## src/rtl/ram_arb_pkg.sv

```systemverilog
// ============================================================================
// ram_arb_pkg : shared types and port ids for the RAM port arbiter
// Rev 1.0
// ============================================================================
`default_nettype none

package ram_arb_pkg;

  typedef enum logic [1:0] {
    IDLE   = 2'd0,
    ACCESS = 2'd1,
    RESP   = 2'd2
  } arb_state_t;

  localparam logic PORT0 = 1'b0;
  localparam logic PORT1 = 1'b1;

endpackage

`default_nettype wire

```

## src/rtl/rr_arbiter2.sv

```systemverilog
// ============================================================================
// rr_arbiter2 : two-way combinational round-robin grant selection
// Rev 1.0
// ============================================================================
`default_nettype none

module rr_arbiter2
  import ram_arb_pkg::*;
(
  input  logic i_req0,
  input  logic i_req1,
  input  logic i_last_grant,
  output logic o_grant_valid,
  output logic o_grant_id
);

  always_comb begin
    o_grant_valid = i_req0 | i_req1;
    // A tie goes to whichever port did not win last time
    if (i_req0 && i_req1) begin
      o_grant_id = ~i_last_grant;
    end else if (i_req1) begin
      o_grant_id = PORT1;
    end else begin
      o_grant_id = PORT0;
    end
  end

endmodule

`default_nettype wire

```

## src/rtl/ram_port_arbiter.sv

```systemverilog
// ============================================================================
// ram_port_arbiter : round-robin sharing of one 32-bit data RAM by two ports
// Rev 1.0
// ============================================================================
`default_nettype none

module ram_port_arbiter
  import ram_arb_pkg::*;
#(
  parameter int G           = 18,
  parameter int D           = 1024,
  parameter int ALIGN_CHECK = 1
) (
  input  logic          CLK,
  input  logic          RST,
  input  logic          req0_i,
  input  logic          we0_i,
  input  logic [G-1:0]  addr0_i,
  input  logic [31:0]   wdata0_i,
  output logic          ack0_o,
  output logic [31:0]   rdata0_o,
  output logic          err0_o,
  input  logic          req1_i,
  input  logic          we1_i,
  input  logic [G-1:0]  addr1_i,
  input  logic [31:0]   wdata1_i,
  output logic          ack1_o,
  output logic [31:0]   rdata1_o,
  output logic          err1_o,
  output logic [G-1:0]  ram_addr_o,
  output logic [31:0]   ram_data_o,
  output logic          ram_en_o,
  input  logic [31:0]   ram_data_i,
  output logic          busy_o
);

  localparam logic [G-1:0] c_max_addr = G'(D - 4);

  arb_state_t   r_state;
  logic         r_last_grant;
  logic         r_port;
  logic         r_err;

  logic         w_grant_valid;
  logic         w_grant_id;
  logic         w_we;
  logic         w_err;
  logic [G-1:0] w_addr;
  logic [31:0]  w_wdata;

  rr_arbiter2 u_rr (
    .i_req0        (req0_i),
    .i_req1        (req1_i),
    .i_last_grant  (r_last_grant),
    .o_grant_valid (w_grant_valid),
    .o_grant_id    (w_grant_id)
  );

  // Range check on the raw address, so addr+1..3 can never wrap into legal space
  always_comb begin
    w_addr  = (w_grant_id == PORT1) ? addr1_i  : addr0_i;
    w_wdata = (w_grant_id == PORT1) ? wdata1_i : wdata0_i;
    w_we    = (w_grant_id == PORT1) ? we1_i    : we0_i;
    w_err   = (w_addr > c_max_addr) ||
              ((ALIGN_CHECK != 0) && (w_addr[1:0] != 2'b00));
  end

  assign busy_o = (r_state != IDLE);

  always_ff @(posedge CLK) begin
    if (RST) begin
      r_state      <= IDLE;
      r_last_grant <= PORT1;
      r_port       <= PORT0;
      r_err        <= 1'b0;
      ram_en_o     <= 1'b0;
      ram_addr_o   <= '0;
      ram_data_o   <= '0;
      ack0_o       <= 1'b0;
      ack1_o       <= 1'b0;
      rdata0_o     <= '0;
      rdata1_o     <= '0;
      err0_o       <= 1'b0;
      err1_o       <= 1'b0;
    end else begin
      case (r_state)
        IDLE: begin
          ack0_o <= 1'b0;
          ack1_o <= 1'b0;
          if (w_grant_valid) begin
            r_state      <= ACCESS;
            r_port       <= w_grant_id;
            r_last_grant <= w_grant_id;
            r_err        <= w_err;
            ram_addr_o   <= w_addr;
            ram_data_o   <= w_wdata;
            ram_en_o     <= w_we & ~w_err;
          end
        end
        ACCESS: begin
          // The RAM has committed any write on the negedge; its read port shows the result
          ram_en_o <= 1'b0;
          r_state  <= RESP;
          if (r_port == PORT0) begin
            ack0_o   <= 1'b1;
            err0_o   <= r_err;
            rdata0_o <= r_err ? 32'h0 : ram_data_i;
          end else begin
            ack1_o   <= 1'b1;
            err1_o   <= r_err;
            rdata1_o <= r_err ? 32'h0 : ram_data_i;
          end
        end
        RESP: begin
          ack0_o  <= 1'b0;
          ack1_o  <= 1'b0;
          r_state <= IDLE;
        end
        default: begin
          ram_en_o <= 1'b0;
          ack0_o   <= 1'b0;
          ack1_o   <= 1'b0;
          r_state  <= IDLE;
        end
      endcase
    end
  end

endmodule

`default_nettype wire

```

## config.mk

```make
export PLATFORM = sky130hd
export DESIGN_NAME = ram_port_arbiter
export DESIGN_NICKNAME = d
export VERILOG_FILES = /design/src/rtl/ram_arb_pkg.sv /design/src/rtl/rr_arbiter2.sv /design/src/rtl/ram_port_arbiter.sv
export SDC_FILE = /design/constraint.sdc
export NUM_CORES = 1
export LEC_CHECK = 0
export ABC_AREA = 1
export CELL_PAD_IN_SITES_DETAIL_PLACEMENT = 0
export CELL_PAD_IN_SITES_GLOBAL_PLACEMENT = 2
export CORE_MARGIN = 3
export CORE_UTILIZATION = 18
export CTS_CLUSTER_DIAMETER = 200
export DETAILED_ROUTE_END_ITERATION = 6
export PLACE_DENSITY = 0.81
export SYNTH_ARGS = -nofsm -noshare
export SYNTH_HDL_FRONTEND = slang
export SYNTH_SLANG_ARGS = --single-unit
```

## constraint.sdc

```tcl
create_clock -name CLK -period 1.3 [get_ports CLK]
set_input_delay 0.195 -clock CLK [delete_from_list [all_inputs] [get_ports CLK]]
set_output_delay 0.195 -clock CLK [all_outputs]
set_load 0.05 [all_outputs]
```

# Word-level counts from Yosys, hierarchy flattened
# Index checks and enable logic that the tools add are counted.
# Widths: inputs -> output; s select.
[classes] n_eq_ne=3 order_cmp=1 n_bitwise=7 mux=10 n_reduce_logical=10
[op_table] op="$mux 32" n=2
[op_table] op="$gt 18x10->1 const B" n=1
[op_table] op="$mux 18" n=1
[op_table] op="$reduce_and 2->1" n=4
[op_table] op="$not 1->1" n=5
[op_table] op="$mux 1" n=4
[op_table] op="$pmux 2 s2" n=1
[op_table] op="$reduce_bool 2->1" n=2
[op_table] op="$eq 2x1->1 const B" n=1
[op_table] op="$eq 2x2->1 const B" n=1
[op_table] op="$logic_not 2->1" n=1
[op_table] op="$mux 2" n=1
[op_table] op="$ne 2x1->1 const B" n=1
[op_table] op="$pmux 1 s2" n=1
[op_table] op="$reduce_or 2->1" n=1
[op_table] op="$and 1x1->1" n=1
[op_table] op="$logic_and 1x1->1" n=1
[op_table] op="$logic_or 1x1->1" n=1
[op_table] op="$or 1x1->1" n=1
[totals] input_bits=138 elab_cells=44 ff_bits=124 out_inout_bits=120

# Depth between registers and ports, before layout
[logic_depth] word_depth=9 depth_mapped=10 ltp_nobuf=9

# Cells and area by module
# From an unflattened synthesis, not the netlist that was laid out.
[hier_totals] cells_unflattened=676 area_unflattened_um2=4959.8
[by_module_without_submodules] module="ram_port_arbiter" instances=1 seq_area_each_um2=2482.4 area_per_inst_um2=4944.7 cells_each=673
[by_module_without_submodules] module="rr_arbiter2" instances=1 seq_area_each_um2=0.0 area_per_inst_um2=15.0 cells_each=3

# Worst setup path after synthesis
# OpenSTA, ideal clock, no wires.
[synth_path] kind="register -> register" from="register r_state[0]" to="register ram_addr_o[2]" n_path_buf=2 path_slack_ps=-246 required_ps=1164 arrival_time_ps=1409 path_stages_with_launch=7 setup_ps=136 synth_period_minus_slack_ps=1546 cell_sequence="dfxtp_1 inv_1 nand2_1 nor2_4 buf_4 clkbuf_1 a31oi_1"
[synth_between] elab_chain_len=2
[synth_lines] element="start, declared" line_no="ram_port_arbiter.sv:39" source="arb_state_t r_state;"
[synth_lines] element="start signal, assigned" line_no="ram_port_arbiter.sv:72" source="r_state <= IDLE;"
[synth_lines] element="start signal, assigned" line_no="ram_port_arbiter.sv:91" source="r_state <= ACCESS;"
[synth_lines] element="start signal, assigned" line_no="ram_port_arbiter.sv:103" source="r_state <= RESP;"
[synth_lines] element="$logic_not 2->1" line_no="ram_port_arbiter.sv:86" source="case (r_state)"
[synth_lines] element="$reduce_and 2->1 (no line)"
[synth_lines] element="end signal, assigned" line_no="ram_port_arbiter.sv:95" source="ram_addr_o <= w_addr;"
[synth_lines] element="end, declared" line_no="ram_port_arbiter.sv:30" source="output logic [G-1:0] ram_addr_o,"
# Every way passes these cells.
# A chain may end at the register's enable or synchronous reset.

# Worst setup path in the final report
[layout_path] from="register r_state[1]" to="output port busy_o"
[layout_between] elab_chain_len=1
[layout_lines] element="$reduce_bool 2->1" line_no="ram_port_arbiter.sv:68" source="assign busy_o = (r_state != IDLE);"
[layout_lines] element="end, declared" line_no="ram_port_arbiter.sv:34" source="output logic busy_o"
# Every way passes these cells.

==> out/metrics.csv <==
metric,value,unit
run status,"complete, but fails checks",
failing checks,setup timing,
period utilization,102,%
DPL Wire Length,13.9,mm
clk buf depth,2,
Seq pwr share,31.3,%
final std cells w/o fill,1326,
Core ar.,27000,sq um
crit path kind,reg2out,
RSZ-0062 raised after global routing,true,
Yosys Warn Count,0,
top-count cell post-synth,nand2_1,
Worst Skew,0.0129,ns
Synth top cells by count,"159 x nand2_1, 124 x dfxtp_1, 98 x nor2_1",
share of cells above drive strength 1,28.6,%
P_int,9.73,mW
Seq. cell area,2490,sq um
final setup violation count,2,
Logic pwr share,30.6,%
GPL Wtd Cong,0.776,
pwr dens,1330,nW/um^2
Setup WS pre-CTS,-0.428,ns
number of CTS-inserted buffers,17,
Die Width,172,microns
clk root buf,clkbuf_16,
GRT overflow,0,
Area growth syn-to-layout,116,%
Worst Hold Class,in2reg,
clk sink count,124,
vias in the first global route,5438,
"CTS clk-pin slew, worst paths",0.07,ns
Die Area,29500,sq um
placed inst area,9380,sq um
largest area contributor in the netlist,dfxtp_1,
Tot Pwr,14.2,mW
Final Cell Area,10700,sq um
height of the die,172,microns
Tightest Pin Transition,0.454,ns
Starting DRT DRC Count,228,
DRC,0,
max_cap viols,0,
crit end category,primary output,
slack of the worst reg-to-reg path,-0.02,ns
Post-synth EDFFs,0,
final worst slack,-0.0315,ns
Final Hold Fails,0,
# IOs,258,
nets,1109,
initial antenna violation count,0,
first-pass GRT wire length,30.5,mm
Area contributors post-synth,"dfxtp_1 50%, nand2_1 12%, o21ai_0 9.3%",
routed via count,5562,
Final min period,1.33,ns
largest net degree at the start of global routing,59,
H-tree depth,4,
Pre-antenna DRT Iters,4,
wire per inst,15.9,microns
cts hold-fix bufs,0,
Post-Route Utilization,39.7,%
asr flop ratio synth,0,%
Clock Latency Late Sink,0.41,ns
Sw Share,31.7,%
Fmax,751,MHz
Synth Register Bits,124,
Final Max Slew Viols,0,
global-route usage over all layers,13.3,%
Setup TNS,-0.0546,ns
Slew HR,69.7,%
Worst Path Arrival,1.14,ns
Sw Pwr,4.52,mW
Post-Synthesis Cells,679,
post-synth top area share,50.2,%
placed cells,1271,
synth unique cells,21,
CTS tree,built,
Synth Net Count,817,
drt via density,4.19,
Multi-input gate area,2300,sq um
Post-Route WL,21.0,mm
Fin Hold WS,0.349,ns
remaining antenna violation count,0,
Mean Syn Cell Area,7.28,sq um
leakage power,4.38,nW
clock share of power,38.1,%
crit-path max FO,3,
CP startpoint kind,register,
WP data required,1.11,ns
Max VDD drop,0.605,mV
Post-synth top flop,dfxtp_1,
Initial Util,18.4,%
"Seq/Total Area, Yosys",50.2,%
Cell Rows,60,
fillers,2725,
synthesized area,4950,sq um
port bufs,257,
-- critical path, stage by stage, from the launching register on --
cell and delay (ns):
dfxtp_4 0.36, inv_2 0.06, nand2_4 0.06, buf_6 0.12
buf_12 0.14
-- final cells by class --
type / count / share of cell area (%)
diodes: 1 / 0.0234
inverters: 45 / 1.79
clock buffers: 17 / 3.98
flip-flops and latches: 124 / 23.3
multi-input cells: 461 / 21.5
repair buffers: 322 / 43.2
well taps: 341 / 3.99
clock inverters: 15 / 2.19
-- timing repair --
item / 4_1_cts / 5_1_grt
pin swaps: 7 / 27
setup buffers: 3 / 10
endpoints found under the setup margin: 58 / 92
gates resized for setup: 24 / 80
gates cloned: 2 / 8
-- layer usage --
layer  vias to the layer above  share of wire (%)  track usage [%]
met4                         0                1.7             4.44
met1                      2531                 44             16.3
met3                        20                8.8             5.33
li1                       2814                  -                -
met5                         -                  0                0
met2                       197                 46             21.4
-- kinds of logic (layout without fill, tap and decap cells) --
kind of cell	Yosys count	in the layout	share of synthesized area, %
AOI/OAI and AO/OA	187	187	20.0
buffers and inverters	95	399	8.04
DFF	124	124	50.2
other	0	1	0
and+or+nand+nor	273	274	21.7
-- worst paths after layout --
| check | cells past startpoint | end | startpoint |
|---|---|---|---|
| worst max-delay path | 4 | busy_o | r_state[1] |
| worst min-delay path | 3 | ram_addr_o[7] | addr0_i[7] |
| worst min register to register | 2 | rdata1_o[5] | rdata1_o[5] |
| worst max register to register | 7 | ram_data_o[14] | r_state[1] |
-- power groups by stage --
stage          clock (mW)  sequential (mW)  combinational (mW)
2_1_floorplan           0             5.39               0.802
3_3_place_gp            0             4.53                3.96
3_5_place_dp            0             4.54                3.96
4_1_cts              5.59             4.46                4.06
5_1_grt              5.75             4.50                4.61
6_report             5.43             4.46                4.36
-- state kept, by name, summed over array words and instances (netlist names) --
name          flops
ram_en_o          1
r_state           2
r_port            1
err0_o            1
err1_o            1
ram_addr_o       18
rdata1_o         32
ram_data_o       32
ack1_o            1
rdata0_o         32
ack0_o            1
r_err             1
r_last_grant      1
-- cells in the final DEF, fill, tap and decap left out, types with 6 or more instances in the layout --
| cell | Yosys | routed |
|---|---|---|
| buf_6 | 1 | 11 |
| clkdlybuf4s50_1 | 0 | 135 |
| inv_1 | 41 | 38 |
| a21oi_2 | 0 | 8 |
| nand2_2 | 1 | 10 |
| a31oi_1 | 42 | 39 |
| buf_4 | 4 | 32 |
| buf_12 | 0 | 133 |
| dfxtp_1 | 124 | 120 |
| o21ai_1 | 4 | 15 |
| nor2_4 | 1 | 6 |
| a21oi_1 | 48 | 40 |
| nor2_2 | 2 | 17 |
| clkbuf_16 | 0 | 24 |
| o21ai_0 | 92 | 78 |
| nand2_1 | 159 | 148 |
| nor2_1 | 98 | 78 |
No activity file was read; power rests on OpenSTA's default activity.
